===== src/rtl/lcd_pkg.sv =====
// Shared constants for the character-LCD controller blocks.
// Holds the read-unit state encodings and the bus timing defaults, which are
// also the delay constants used by the main FSM.
package lcd_pkg;

  // Bus timing in 50 MHz clock cycles
  localparam int T_SETUP  = 2;   // RS/RW stable before E rises (>=40 ns)
  localparam int T_E_HIGH = 12;  // E high per nibble (>=230 ns)
  localparam int T_HOLD   = 1;   // RS/RW held after E falls (>=10 ns)
  localparam int T_GAP    = 50;  // between nibbles (>=1 us)

  localparam int PHASE_W  = 6;   // wide enough for T_GAP-1

  typedef enum logic [3:0] {
    RD_IDLE     = 4'd0,
    RD_SETUP_HI = 4'd1,
    RD_E_HI     = 4'd2,
    RD_HOLD_HI  = 4'd3,
    RD_GAP      = 4'd4,
    RD_SETUP_LO = 4'd5,
    RD_E_LO     = 4'd6,
    RD_HOLD_LO  = 4'd7,
    RD_DONE     = 4'd8
  } rd_state_t;

endpackage


===== src/rtl/lcd_read_unit.sv =====
// lcd_read_unit: one 8-bit read from the character LCD over the 4-bit bus,
// upper nibble first, then lower nibble.
// Ports:
//   clk, reset       50 MHz clock, synchronous active-high reset
//   rd_req, rd_rs    start request and register select (sampled in IDLE only)
//   sf_d_in[3:0]     data nibble from the pad
//   rd_busy          high in every state except IDLE
//   rd_done          one-cycle pulse; rd_data valid from this cycle on
//   rd_data[7:0]     assembled {hi,lo} byte, held until the next completed read
//   bus_own          top level tristates SF_D and muxes controls to this block
//   LCD_E/RS/RW      LCD control strobes
module lcd_read_unit
  import lcd_pkg::*;
(
  input  logic       clk,
  input  logic       reset,
  input  logic       rd_req,
  input  logic       rd_rs,
  input  logic [3:0] sf_d_in,
  output logic       rd_busy,
  output logic       rd_done,
  output logic [7:0] rd_data,
  output logic       bus_own,
  output logic       LCD_E,
  output logic       LCD_RS,
  output logic       LCD_RW
);

  localparam logic [PHASE_W-1:0] SETUP_LAST = PHASE_W'(T_SETUP - 1);
  localparam logic [PHASE_W-1:0] E_LAST     = PHASE_W'(T_E_HIGH - 1);
  localparam logic [PHASE_W-1:0] HOLD_LAST  = PHASE_W'(T_HOLD - 1);
  localparam logic [PHASE_W-1:0] GAP_LAST   = PHASE_W'(T_GAP - 1);

  rd_state_t          state, state_n;
  logic [PHASE_W-1:0] phase;
  logic               timed, phase_end;
  logic               rs_q;
  logic [3:0]         hi_q;

  // Which states are timed and when their phase runs out
  always_comb begin
    timed     = 1'b0;
    phase_end = 1'b0;
    case (state)
      RD_SETUP_HI, RD_SETUP_LO: begin timed = 1'b1; phase_end = (phase == SETUP_LAST); end
      RD_E_HI, RD_E_LO:         begin timed = 1'b1; phase_end = (phase == E_LAST);     end
      RD_HOLD_HI, RD_HOLD_LO:   begin timed = 1'b1; phase_end = (phase == HOLD_LAST);  end
      RD_GAP:                   begin timed = 1'b1; phase_end = (phase == GAP_LAST);   end
      default: ;
    endcase
  end

  // State register
  always_ff @(posedge clk) begin
    if (reset) state <= RD_IDLE;
    else       state <= state_n;
  end

  // Next-state logic; unused encodings fall back to IDLE
  always_comb begin
    state_n = state;
    case (state)
      RD_IDLE:     if (rd_req)    state_n = RD_SETUP_HI;
      RD_SETUP_HI: if (phase_end) state_n = RD_E_HI;
      RD_E_HI:     if (phase_end) state_n = RD_HOLD_HI;
      RD_HOLD_HI:  if (phase_end) state_n = RD_GAP;
      RD_GAP:      if (phase_end) state_n = RD_SETUP_LO;
      RD_SETUP_LO: if (phase_end) state_n = RD_E_LO;
      RD_E_LO:     if (phase_end) state_n = RD_HOLD_LO;
      RD_HOLD_LO:  if (phase_end) state_n = RD_DONE;
      RD_DONE:                    state_n = RD_IDLE;
      default:                    state_n = RD_IDLE;
    endcase
  end

  // Shared phase counter: restarts on each state change, idles at 0
  always_ff @(posedge clk) begin
    if (reset)                 phase <= '0;
    else if (state_n != state) phase <= '0;
    else if (timed)            phase <= phase + 1'b1;
    else                       phase <= '0;
  end

  // Datapath: rd_data is written once, whole, so it never shows half a byte
  always_ff @(posedge clk) begin
    if (reset) begin
      rs_q    <= 1'b0;
      hi_q    <= 4'h0;
      rd_data <= 8'h00;
    end else begin
      if (state == RD_IDLE && rd_req) rs_q    <= rd_rs;
      if (state == RD_E_HI && phase_end) hi_q <= sf_d_in;
      if (state == RD_E_LO && phase_end) rd_data <= {hi_q, sf_d_in};
    end
  end

  // Moore outputs
  always_comb begin
    rd_busy = 1'b0;
    rd_done = 1'b0;
    LCD_E   = 1'b0;
    case (state)
      RD_SETUP_HI, RD_HOLD_HI, RD_GAP, RD_SETUP_LO, RD_HOLD_LO: rd_busy = 1'b1;
      RD_E_HI, RD_E_LO: begin rd_busy = 1'b1; LCD_E = 1'b1; end
      RD_DONE:          begin rd_busy = 1'b1; rd_done = 1'b1; end
      default: ;
    endcase
    bus_own = rd_busy;
    LCD_RW  = rd_busy;
    LCD_RS  = rd_busy & rs_q;
  end

endmodule


===== config.mk =====
export PLATFORM = sky130hd
export DESIGN_NAME = lcd_read_unit
export DESIGN_NICKNAME = d
export VERILOG_FILES = /design/src/rtl/lcd_pkg.sv /design/src/rtl/lcd_read_unit.sv
export SDC_FILE = /design/constraint.sdc
export NUM_CORES = 1
export LEC_CHECK = 0
export CAP_MARGIN = 20
export CORE_MARGIN = 2
export CORE_UTILIZATION = 54
export CTS_CLUSTER_SIZE = 16
export DETAILED_ROUTE_END_ITERATION = 16
export PLACE_DENSITY = 0.82
export SYNTH_ARGS = -nofsm -noshare
export SYNTH_HDL_FRONTEND = slang
export SYNTH_SLANG_ARGS = --single-unit
export TNS_END_PERCENT = 10

===== constraint.sdc =====
create_clock -name clk -period 3.2 [get_ports clk]
set_clock_uncertainty 0.2 [all_clocks]
set_input_delay 0.48 -clock clk [delete_from_list [all_inputs] [get_ports clk]]
set_output_delay 0.48 -clock clk [all_outputs]
set_load 0.01 [all_outputs]

Word level (Yosys, flattened, before mapping)
Index checks and enable logic that the tools add are counted.
{ "word_totals": {"in_bits": 8, "word_cells": 45, "reg_bits": 23} }
{ "classes": {"n_reduce_logical": 11, "n_mux": 14, "eq_ne": 12, "bitwise_logic": 2, "addsub": 1} }
{ "ops": {"columns": ["cell", "n"], "rows": [
  ["4-bit 2-to-1 mux", 8],
  ["4-bit one-hot mux with 8 select lines", 1],
  ["4-bit by 3-bit == test with 1-bit output, second input constant", 4],
  ["4-bit by 2-bit == test with 1-bit output, second input constant", 2],
  ["8-bit OR reduction", 1],
  ["7-bit OR reduction", 1],
  ["6-bit by 1-bit adder with 6-bit output, second input constant", 1],
  ["6-bit by 1-bit == test with 1-bit output, second input constant", 1],
  ["6-bit by 4-bit == test with 1-bit output, second input constant", 1],
  ["6-bit == test, second input constant", 1],
  ["6-bit zero test", 1],
  ["2-bit OR reduction", 3],
  ["4-bit by 1-bit == test with 1-bit output, second input constant", 1],
  ["4-bit == test, second input constant", 1],
  ["4-bit zero test", 1],
  ["1-bit 2-to-1 mux", 4],
  ["4-bit != test", 1],
  ["1-bit one-hot mux with 4 select lines", 1],
  ["1-bit logical AND", 3],
  ["3-bit OR reduction", 1],
  ["1-bit bitwise AND", 1],
  ["1-bit inverter", 1]
]} }

Longest topological paths before layout
Gate-level depths: netlist of run 1.
{ "logic_depth": {"depth_word": 7, "depth_mapped": 7, "depth_no_buf": 7} }

Worst setup path after synthesis of run 1
OpenSTA, ideal clock, no wires.
{ "synth_timing": {"path_kind": "reg2reg", "from": "register phase[0]", "to": "register phase[1]", "setup_time_ns": 0.073, "synth_period_minus_slack_ns": 2.098, "arrival_ns": 1.825, "path_stages_with_launch": 8, "setup_slack_ns": 1.102, "cell_sequence": "dfxtp_1 inv_1 ha_1 or4b_1 nor4_4 o21ai_1 o221a_2 nor3b_2"} }
{ "synth_between": {"elab_chain_len": 6} }
{ "synth_rtl": {"columns": ["element", "line_no", "source"], "rows": [
  ["from (decl)", "lcd_read_unit.sv:35", "logic [PHASE_W-1:0] phase;"],
  ["from (signal assigned)", "lcd_read_unit.sv:80", "else if (timed) phase <= phase + 1'b1;"],
  ["6-bit == test (tied with other cells)", "lcd_read_unit.sv:48", "RD_GAP: begin timed = 1'b1; phase_end = (phase == GAP_LAST); end"],
  ["1-bit one-hot mux with 4 select lines", "lcd_read_unit.sv:44", "case (state)"],
  ["4-bit 2-to-1 mux (tied with other cells)", "lcd_read_unit.sv:70", "RD_HOLD_LO: if (phase_end) state_n = RD_DONE;"],
  ["4-bit one-hot mux with 8 select lines", "lcd_read_unit.sv:62", "case (state)"],
  ["4-bit != test", "lcd_read_unit.sv:79", "else if (state_n != state) phase <= '0;"],
  ["3-bit OR reduction (no line)", null, null]
]} }
Parallel ways exist; a longest one is shown, timed or not.
A chain may end at the register's enable or synchronous reset.

Worst setup path after layout of run 1
{ "layout_timing": {"from": "register state[2]", "to": "output port LCD_RS"} }
{ "layout_between": {"elab_chain_len": 4} }
{ "layout_rtl": {"columns": ["element", "line_no", "source"], "rows": [
  ["from (decl)", "lcd_read_unit.sv:34", "rd_state_t state, state_n;"],
  ["from (signal assigned)", "lcd_read_unit.sv:56", "else state <= state_n;"],
  ["4-bit by 2-bit == test with 1-bit output (tied with other cells)", "lcd_read_unit.sv:102", "case (state)"],
  ["8-bit OR reduction (no line) (*)", null, null],
  ["1-bit 2-to-1 mux (*)", "lcd_read_unit.sv:102", null],
  ["1-bit bitwise AND (*)", "lcd_read_unit.sv:110", "LCD_RS = rd_busy & rs_q;"],
  ["to (decl)", "lcd_read_unit.sv:25", "output logic LCD_RS,"]
]} }
Every way passes the cells marked *; elsewhere a longest branch is shown, timed or not.

==> results of run 1 <==
## final cells by class
class / count / share of cell area [%]
timing repair buffer: 22 / 15.3
tap: 28 / 2.46
multi-input combinational: 95 / 46.8
inverter: 5 / 1.32
clock buffer: 4 / 1.84
sequential: 23 / 32.3
## critical path, stage by stage, from the launching register on
cell	delay, ns
dfxtp_1	0.41
nor3_2	0.41
xnor2_1	0.22
and2_1	0.16
clkdlybuf4s50_1	0.53
## power by group through the flow
stage                     registers, mW  clock network, mW  logic [mW]
after CTS                         0.299              0.139      0.0771
after detailed placement          0.305                  0      0.0768
after floorplan                   0.299                  0      0.0574
after global placement            0.304                  0      0.0753
after global routing              0.300              0.151      0.0837
final                             0.299              0.133      0.0763
## synth_stat cells, drive strengths merged, types with 2 or more instances
cell and n:
a211o 2, a21oi 9, nand3 11, o21ai 11, nand2 5, mux2i 7, or2 2, inv 5
xor2 2, and2 4, and3 3, buf 5, nor3b 2, clkbuf 4, nor2 7, dfxtp 23
ha 2, nand2b 9, nor3 7, xnor2 4
## logic make-up after synthesis
logic type	count (synthesis)	share of synthesized area, %
simple gates	54	30.0
compound gates	26	13.6
flops	23	38.6
buf+inv	14	5.35
mux	7	5.88
xor+xnor	6	4.41
fa+ha+maj	2	2.10
## through the flow
step / instances / setup slack (ns) / utilization [%]
after floorplan: 132 / 1.10 / -
after global placement: 173 / 0.900 / 65.2
after detailed placement: 173 / 0.830 / 65.2
after CTS: 177 / 0.463 / 66.4
after global routing: 177 / 0.343 / 66.4
final: 177 / 0.478 / 66.4
## flip-flops by register name, indices dropped and copies added (netlist names)
name and cells:
hi_q 4, rs_q 1, rd_data 8, phase 6, state 4
## metal layers
layer / vias to the layer above / GRT usage (%) / part of all wire [%]
li1: 492 / - / -
met3: 4 / 6.14 / 3.8
met2: 21 / 33.1 / 49
met1: 470 / 24.3 / 45
met4: 0 / 8.11 / 1.3
met5: - / 0 / 0
## worst max path at each step
stage,startpoint,endpoint,slack (ns),cells after the start
after global routing,state[0]$_SDFF_PP0_,LCD_RS,0.34,4
after floorplan,phase[0]$_SDFF_PP0_,phase[1]$_SDFF_PP0_,1.10,7
after CTS,state[0]$_SDFF_PP0_,LCD_RS,0.46,4
after global placement,state[2]$_SDFF_PP0_,LCD_RS,0.90,4
final,state[2]$_SDFF_PP0_,LCD_RS,0.48,4
after detailed placement,state[0]$_SDFF_PP0_,LCD_RS,0.83,4
==> impl_metrics.env, run 1 <==
export IMPL_status="finished, final reports clean"
export IMPL_die_w_um=51.0
export IMPL_p_switching_uw=132
export IMPL_reg2reg_to="hi_q[0]$_SDFFE_PP0P_"
export IMPL_syn_num_nets=142
export IMPL_ir_drop_mv=0.361
export IMPL_grtUsageTotal_pct=20.1
export IMPL_worst_slew_pin_slew_ns=0.642
export IMPL_synth_avg_cell_area_um2=9.03
export IMPL_fin_hold_ws_ns=0.276
export IMPL_areaGrowthSynthToFinish_pct=19.6
export IMPL_synth_top_area_share_pct=38.6
export IMPL_wirelength_um=2320
export IMPL_critPathRequiredTime_ns=2.52
export IMPL_min_delay_start="phase[0]$_SDFF_PP0_"
export IMPL_antenna_cells=0
export IMPL_final_common_cell="dfxtp_1"
export IMPL_insertion_delay_ns=0.31
export IMPL_rows=17
export IMPL_slew_headroom_pct=57.0
export IMPL_synth_edf_count=0
export IMPL_synth_area_um2=1190
export IMPL_max_freq_mhz=367
export IMPL_root_buffer="clkbuf_4"
export IMPL_min_path_cells=1
export IMPL_setup_tns_final_ns=0
export IMPL_synth_distinct_cells=35
export IMPL_portBuffers=21
export IMPL_first_pass_iters=4
export IMPL_setup_violations=0
export IMPL_period_needed_ns=2.72
export IMPL_worst_setup_path_start_kind="flop"
export IMPL_synth_warnings=0
export IMPL_core_um2=2150
export IMPL_drc=0
export IMPL_power_density_nw_per_um2=356
export IMPL_hold_viol=0
export IMPL_r2r_start="state[3]$_SDFF_PP0_"
export IMPL_htree_levels=1
export IMPL_die_area_um2=2600
export IMPL_nets=160
export IMPL_placed_area_um2=1400
export IMPL_clk_pin_slew_ns=0.12
export IMPL_finalCritPeriodShare_pct=85.0
export IMPL_p_int_uw=377
export IMPL_cts_tree="done"
export IMPL_clockBufferDepth=2
export IMPL_cts_setup_buffers=0
export IMPL_vias=987
export IMPL_cts_hold_buf=0
export IMPL_slew_violations=0
export IMPL_routedWlPerCell_um=13.1
export IMPL_path_class="flop to output port"
export IMPL_ctsResizeCount=0
export IMPL_final_cell_mix="dfxtp_1, clkdlybuf4s50_1, nand3_1, o21ai_0"
export IMPL_start_util_pct=55.5
export IMPL_dp_hpwl_um=1730
export IMPL_postSynthCellCount=132
export IMPL_drive_gt1_share_pct=12.1
export IMPL_nFillCells=189
export IMPL_cts_buffers=3
export IMPL_ant_nets=0
export IMPL_sw_frac_of_total_pct=25.9
export IMPL_die_y_um=51.0
export IMPL_gr_total_overflow=0
export IMPL_r2r_cells=5
export IMPL_ys_seq_elements=23
export IMPL_antenna_found_initial=0
export IMPL_worstPathArrival_ns=2.04
export IMPL_final_area_um2=1430
export IMPL_synthFlopType="dfxtp_1"
export IMPL_seqPwrFrac_pct=58.8
export IMPL_multi_input_area_um2=668
export IMPL_detail_route_vias_per_cell=5.58
export IMPL_cts_sinks=23
export IMPL_p_leak_nw=0.527
export IMPL_drt_initial_drc_count=15
export IMPL_drv_cap=0
export IMPL_ios=22
export IMPL_ys_seq_area_share_pct=38.6
export IMPL_ff2ff_setup_slack_ns=0.86
export IMPL_worstSetupEndpointType="output port"
export IMPL_yosys_top_cells_area="dfxtp_1, mux2i_1, nand2b_1, nand3_1, nor3_2"
export IMPL_power_clock_fraction_pct=26.2
export IMPL_cp_max_fo=9
export IMPL_min_path_type="flop to flop"
export IMPL_grt_max_degree=20
export IMPL_place_gp_congestion=0.859
export IMPL_min_to="phase[0]$_SDFF_PP0_"
export IMPL_grt_pass1_wl_um=3930
export IMPL_seqCellArea_um2=460
export IMPL_yosys_area_top_type="dfxtp_1"
export IMPL_async_flop_share_pct=0
export IMPL_rsz0062_at_grt="no"
export IMPL_pwr_share_comb_pct=15.0
export IMPL_fin_total_pwr_uw=508
export IMPL_first_global_vias=893
Note: power is estimated with default switching activity, not from simulation.
==> inputs of run 2 (changes only) <==
--- a/config.mk
+++ b/config.mk
@@ -10,6 +10,7 @@
 export CORE_UTILIZATION = 54
 export CTS_CLUSTER_SIZE = 16
 export DETAILED_ROUTE_END_ITERATION = 16
+export GPL_TIMING_DRIVEN = 0
 export PLACE_DENSITY = 0.82
 export SYNTH_ARGS = -nofsm -noshare
 export SYNTH_HDL_FRONTEND = slang
==> run 2 against run 1 <==
Against the previous run: sequential power shrank 2%; first-iteration DRC count shrank 33%; critical endpoint unchanged; via count grew 0.10%; largest cell class unchanged; core utilization grew 1.3 points.
==> impl_metrics.env, run 2 (synthesis results as in run 1) <==
export IMPL_ctsResizeCount=0
export IMPL_first_pass_iters=4
export IMPL_rows=17
export IMPL_detail_route_vias_per_cell=5.37
export IMPL_postLayoutSetupSlackWorst_ns=0.324
export IMPL_final_common_cell="dfxtp_1"
export IMPL_rsz0062_at_grt="no"
export IMPL_p_leak_nw=0.551
export IMPL_setup_tns_final_ns=0
export IMPL_ios=22
export IMPL_max_freq_mhz=348
export IMPL_cts_setup_buffers=0
export IMPL_fin_hold_ws_ns=0.277
export IMPL_place_gp_congestion=0.785
export IMPL_nFillCells=184
export IMPL_drt_initial_drc_count=10
export IMPL_worstPathArrival_ns=2.20
export IMPL_cts_hold_buf=0
export IMPL_ant_nets=0
export IMPL_ir_drop_mv=0.242
export IMPL_areaGrowthSynthToFinish_pct=22.0
export IMPL_cp_max_fo=9
export IMPL_fin_total_pwr_uw=519
export IMPL_finalCritPeriodShare_pct=89.9
export IMPL_drc=0
export IMPL_pre_cts_slack_ns=0.671
export IMPL_clk_pin_slew_ns=0.13
export IMPL_path_class="flop to output port"
export IMPL_slew_headroom_pct=54.4
export IMPL_power_density_nw_per_um2=357
export IMPL_r2r_start="state[2]$_SDFF_PP0_"
export IMPL_die_y_um=51.0
export IMPL_gr_total_overflow=0
export IMPL_critPathRequiredTime_ns=2.52
export IMPL_first_global_vias=949
export IMPL_setup_violations=0
export IMPL_worstSetupEndpointType="output port"
export IMPL_insertion_delay_ns=0.32
export IMPL_die_w_um=51.0
export IMPL_htree_levels=1
export IMPL_hold_viol=0
export IMPL_ff2ff_setup_slack_ns=0.77
export IMPL_period_needed_ns=2.88
export IMPL_antenna_cells=0
export IMPL_r2r_cells=7
export IMPL_clockBufferDepth=2
export IMPL_status="finished, final reports clean"
export IMPL_top_register="rd_data"
export IMPL_reg2reg_to="hi_q[3]$_SDFFE_PP0P_"
export IMPL_routedWlPerCell_um=12.7
export IMPL_die_area_um2=2600
export IMPL_largest_reg_flops=8
export IMPL_worst_setup_path_start_kind="flop"
export IMPL_cts_tree="done"
export IMPL_nets=167
export IMPL_drv_cap=0
export IMPL_endpoint="LCD_RS"
export IMPL_worst_slew_pin_slew_ns=0.680
export IMPL_final_core_util_pct=67.7
export IMPL_dp_hpwl_um=1760
export IMPL_min_path_type="flop to flop"
export IMPL_portBuffers=20
export IMPL_wirelength_um=2330
export IMPL_start_util_pct=55.5
export IMPL_grt_pass1_wl_um=4020
export IMPL_final_cell_mix="dfxtp_1, clkdlybuf4s50_1, nand3_1, o21ai_0"
export IMPL_root_buffer="clkbuf_4"
export IMPL_cts_buffers=3
export IMPL_crit_path_start="state[2]$_SDFF_PP0_"
export IMPL_reg_top3="rd_data x8, phase x6"
export IMPL_core_um2=2150
export IMPL_antenna_found_initial=0
export IMPL_grt_max_degree=14
export IMPL_vias=988
export IMPL_grtUsageTotal_pct=20.3
export IMPL_slew_violations=0
export IMPL_cts_sinks=23
export IMPL_drive_gt1_share_pct=14.7
## run 2: changes by cell type in the layout (fill, tap and decap cells not counted), sizes merged
| cell | previous run | this run |
|---|---|---|
| buf | 1 | 5 |
| clkbuf | 4 | 7 |
| clkdlybuf4s50 | 21 | 20 |
| clkinv | 0 | 1 |
## run 2: how the worst min path moves through the flow
stage          depth (start not counted)                     from  slack [ns]                       to
6_report                               2     hi_q[3]$_SDFFE_PP0P_        0.28  rd_data[7]$_SDFFE_PP0P_
5_1_grt                                2  rd_data[3]$_SDFFE_PP0P_        0.31  rd_data[3]$_SDFFE_PP0P_
4_1_cts                                2     hi_q[3]$_SDFFE_PP0P_        0.28  rd_data[7]$_SDFFE_PP0P_
3_5_place_dp                           1      phase[0]$_SDFF_PP0_        0.26      phase[0]$_SDFF_PP0_
3_3_place_gp                           1      phase[0]$_SDFF_PP0_        0.24      phase[0]$_SDFF_PP0_
2_1_floorplan                          1      phase[0]$_SDFF_PP0_        0.23      phase[0]$_SDFF_PP0_
## run 2: where the power goes
part / leakage (nW) / total, mW / switching, mW / internal (mW)
sequential: 0.186 / 0.294 / 0.00295 / 0.291
clock: 0.0177 / 0.137 / 0.0903 / 0.0469
combinational: 0.348 / 0.0884 / 0.0468 / 0.0416
total: 0.551 / 0.519 / 0.140 / 0.379
## run 2: routing by layer
layer  wire [um]  vias to the layer above  share of wire, %  global-route usage, %
met3          47                        5               2.0                   2.63
met2        1180                       15                51                   35.1
met4          52                        0               2.2                   9.46
met5           0                        -                 0                      0
met1        1050                      463                45                   24.8
li1            -                      505                 -                      -
## run 2: worst max-delay path: stages (launching register included)
cell and delay (ns):
dfxtp_1 0.32, clkbuf_1 0.20, nor3_2 0.41, xnor2_1 0.24, and2_1 0.18, clkdlybuf4s50_1 0.53
## run 2: area by class of cell
class	instances	area, um^2	share of cell area, %
sequential	23	460	31.6
clock inverter	1	5.00	0.344
inverter	5	18.8	1.29
timing repair buffer	20	200	13.8
multi-input combinational	95	668	45.9
clock buffer	3	22.5	1.55
buffer	9	45.0	3.10
tap	28	35.0	2.41
## run 2: per-stage QoR
stage               instance area [um^2]  std cells
finish                              1460        184
global route                        1460        184
CTS                                 1460        184
detailed placement                  1430        180
global placement                    1430        180
floorplan                           1190        132
==> inputs of run 3 (changes only) <==
--- a/config.mk
+++ b/config.mk
@@ -12,6 +12,8 @@
 export DETAILED_ROUTE_END_ITERATION = 16
 export GPL_TIMING_DRIVEN = 0
 export PLACE_DENSITY = 0.82
+export RECOVER_POWER = 100
+export SETUP_SLACK_MARGIN = 0.05
 export SYNTH_ARGS = -nofsm -noshare
 export SYNTH_HDL_FRONTEND = slang
 export SYNTH_SLANG_ARGS = --single-unit
==> run 3 against run 2 <==
Against the previous run: worst setup slack got worse by 0.035 ns; flip-flop and latch count did not move; die area did not move; cell count did not move; global-route usage did not move; final area fell by 3.5%; via count rose by 0.81%; highest routed layer unchanged.
==> impl_metrics.env, run 3 (synthesis results as in run 1) <==
export IMPL_hold_viol=0
export IMPL_status="finished, final reports clean"
export IMPL_wirelength_um=2330
export IMPL_pwr_share_comb_pct=15.5
export IMPL_sw_frac_of_total_pct=26.7
export IMPL_p_int_uw=375
export IMPL_worst_setup_path_start_kind="flop"
export IMPL_period_needed_ns=2.91
export IMPL_seqPwrFrac_pct=57.4
export IMPL_max_freq_mhz=344
export IMPL_path_class="flop to output port"
export IMPL_min_path_type="flop to flop"
export IMPL_setup_tns_final_ns=0
export IMPL_rows=17
export IMPL_drv_cap=0
export IMPL_drc=0
export IMPL_ff2ff_setup_slack_ns=0.39
export IMPL_start_util_pct=55.5
export IMPL_insertion_delay_ns=0.32
export IMPL_htree_levels=1
export IMPL_dp_hpwl_um=1760
export IMPL_cts_setup_buffers=0
export IMPL_detail_route_vias_per_cell=5.41
export IMPL_endpoint="bus_own"
export IMPL_cts_sinks=23
export IMPL_drt_initial_drc_count=9
export IMPL_ir_drop_mv=0.242
export IMPL_final_area_um2=1400
export IMPL_reg_top3="rd_data x8, phase x6"
export IMPL_root_buffer="clkbuf_4"
export IMPL_cts_buffers=3
export IMPL_largest_reg_flops=8
export IMPL_top_register="rd_data"
export IMPL_final_cell_mix="dfxtp_1, nand3_1, o21ai_0, dlygate4sd3_1"
export IMPL_vias=996
export IMPL_cts_hold_buf=0
export IMPL_ios=22
export IMPL_dpl_cell_count=180
export IMPL_die_y_um=51.0
export IMPL_ant_nets=0
export IMPL_slew_violations=0
export IMPL_critPathRequiredTime_ns=2.52
export IMPL_worstPathArrival_ns=2.23
export IMPL_setup_violations=0
export IMPL_clk_pin_slew_ns=0.13
export IMPL_p_leak_nw=0.573
export IMPL_routedWlPerCell_um=12.6
export IMPL_power_density_nw_per_um2=364
export IMPL_drive_gt1_share_pct=9.62
export IMPL_final_core_util_pct=65.3
export IMPL_reg2reg_to="phase[2]$_SDFF_PP0_"
export IMPL_antenna_found_initial=0
export IMPL_cp_max_fo=9
export IMPL_rsz0062_at_grt="no"
export IMPL_finalCritPeriodShare_pct=91.0
export IMPL_die_area_um2=2600
export IMPL_placed_area_um2=1430
export IMPL_fin_hold_ws_ns=0.277
export IMPL_final_common_cell="dfxtp_1"
export IMPL_crit_path_start="state[2]$_SDFF_PP0_"
export IMPL_nets=167
export IMPL_gr_total_overflow=0
export IMPL_power_clock_fraction_pct=27.1
export IMPL_areaGrowthSynthToFinish_pct=17.7
export IMPL_r2r_cells=7
export IMPL_stdcell_count=184
export IMPL_place_gp_congestion=0.785
export IMPL_worst_slew_pin_slew_ns=0.873
export IMPL_worstSetupEndpointType="output port"
export IMPL_first_pass_iters=4
export IMPL_first_global_vias=949
export IMPL_clockBufferDepth=2
export IMPL_r2r_start="phase[0]$_SDFF_PP0_"
export IMPL_slew_headroom_pct=41.3
export IMPL_grtUsageTotal_pct=20.3
export IMPL_core_um2=2150
export IMPL_die_w_um=51.0
export IMPL_portBuffers=20
export IMPL_grt_max_degree=14
export IMPL_cts_tree="done"
export IMPL_grt_pass1_wl_um=4020
export IMPL_antenna_cells=0
export IMPL_ctsResizeCount=0
export IMPL_p_switching_uw=136
[run 3: layout make-up]
type                            instances  area (um^2)
Fill cell                             195          744
Multi-Input combinational cell         95          618
Sequential cell                        23          460
Timing Repair Buffer                   20          200
Buffer                                  9         43.8
Tap cell                               28         35.0
Clock buffer                            3         22.5
Inverter                                5         18.8
Clock inverter                          1         5.00
[run 3: worst min path at each step]
stage / depth (start not counted) / start / slack, ns / to
after floorplan: 1 / phase[0]$_SDFF_PP0_ / 0.23 / phase[0]$_SDFF_PP0_
after global placement: 1 / phase[0]$_SDFF_PP0_ / 0.24 / phase[0]$_SDFF_PP0_
after detailed placement: 1 / phase[0]$_SDFF_PP0_ / 0.26 / phase[0]$_SDFF_PP0_
after CTS: 2 / hi_q[3]$_SDFFE_PP0P_ / 0.28 / rd_data[7]$_SDFFE_PP0P_
after global routing: 2 / rd_data[3]$_SDFFE_PP0P_ / 0.31 / rd_data[3]$_SDFFE_PP0P_
final: 2 / hi_q[3]$_SDFFE_PP0P_ / 0.28 / rd_data[7]$_SDFFE_PP0P_
[run 3: metrics by stage]
stage	setup WS [ns]	power [mW]
finish	0.289	0.511
global route	0.169	0.533
CTS	0.298	0.526
detailed placement	0.671	0.388
global placement	0.737	0.386
floorplan	1.10	0.356
[run 3: power by group through the flow]
stage | sequential, mW | combinational (mW) | clock, mW
2_1_floorplan | 0.299 | 0.0574 | 0
3_3_place_gp | 0.300 | 0.0862 | 0
3_5_place_dp | 0.300 | 0.0882 | 0
4_1_cts | 0.294 | 0.0885 | 0.143
5_1_grt | 0.294 | 0.0869 | 0.151
6_report | 0.293 | 0.0791 | 0.138
[run 3: per-layer routing]
layer	up-vias	part of all wire, %	GRT usage (%)
met5	-	0	0
met4	0	2.2	9.46
met3	5	2.4	2.63
met2	17	50	35.1
met1	468	45	24.8
li1	506	-	-
[run 3: critical path: stages, from the launching register on]
cell and delay, ns:
dfxtp_1 0.32, clkbuf_1 0.20, nor3_2 0.39, xnor2_1 0.23, buf_4 0.16, dlygate4sd3_1 0.60
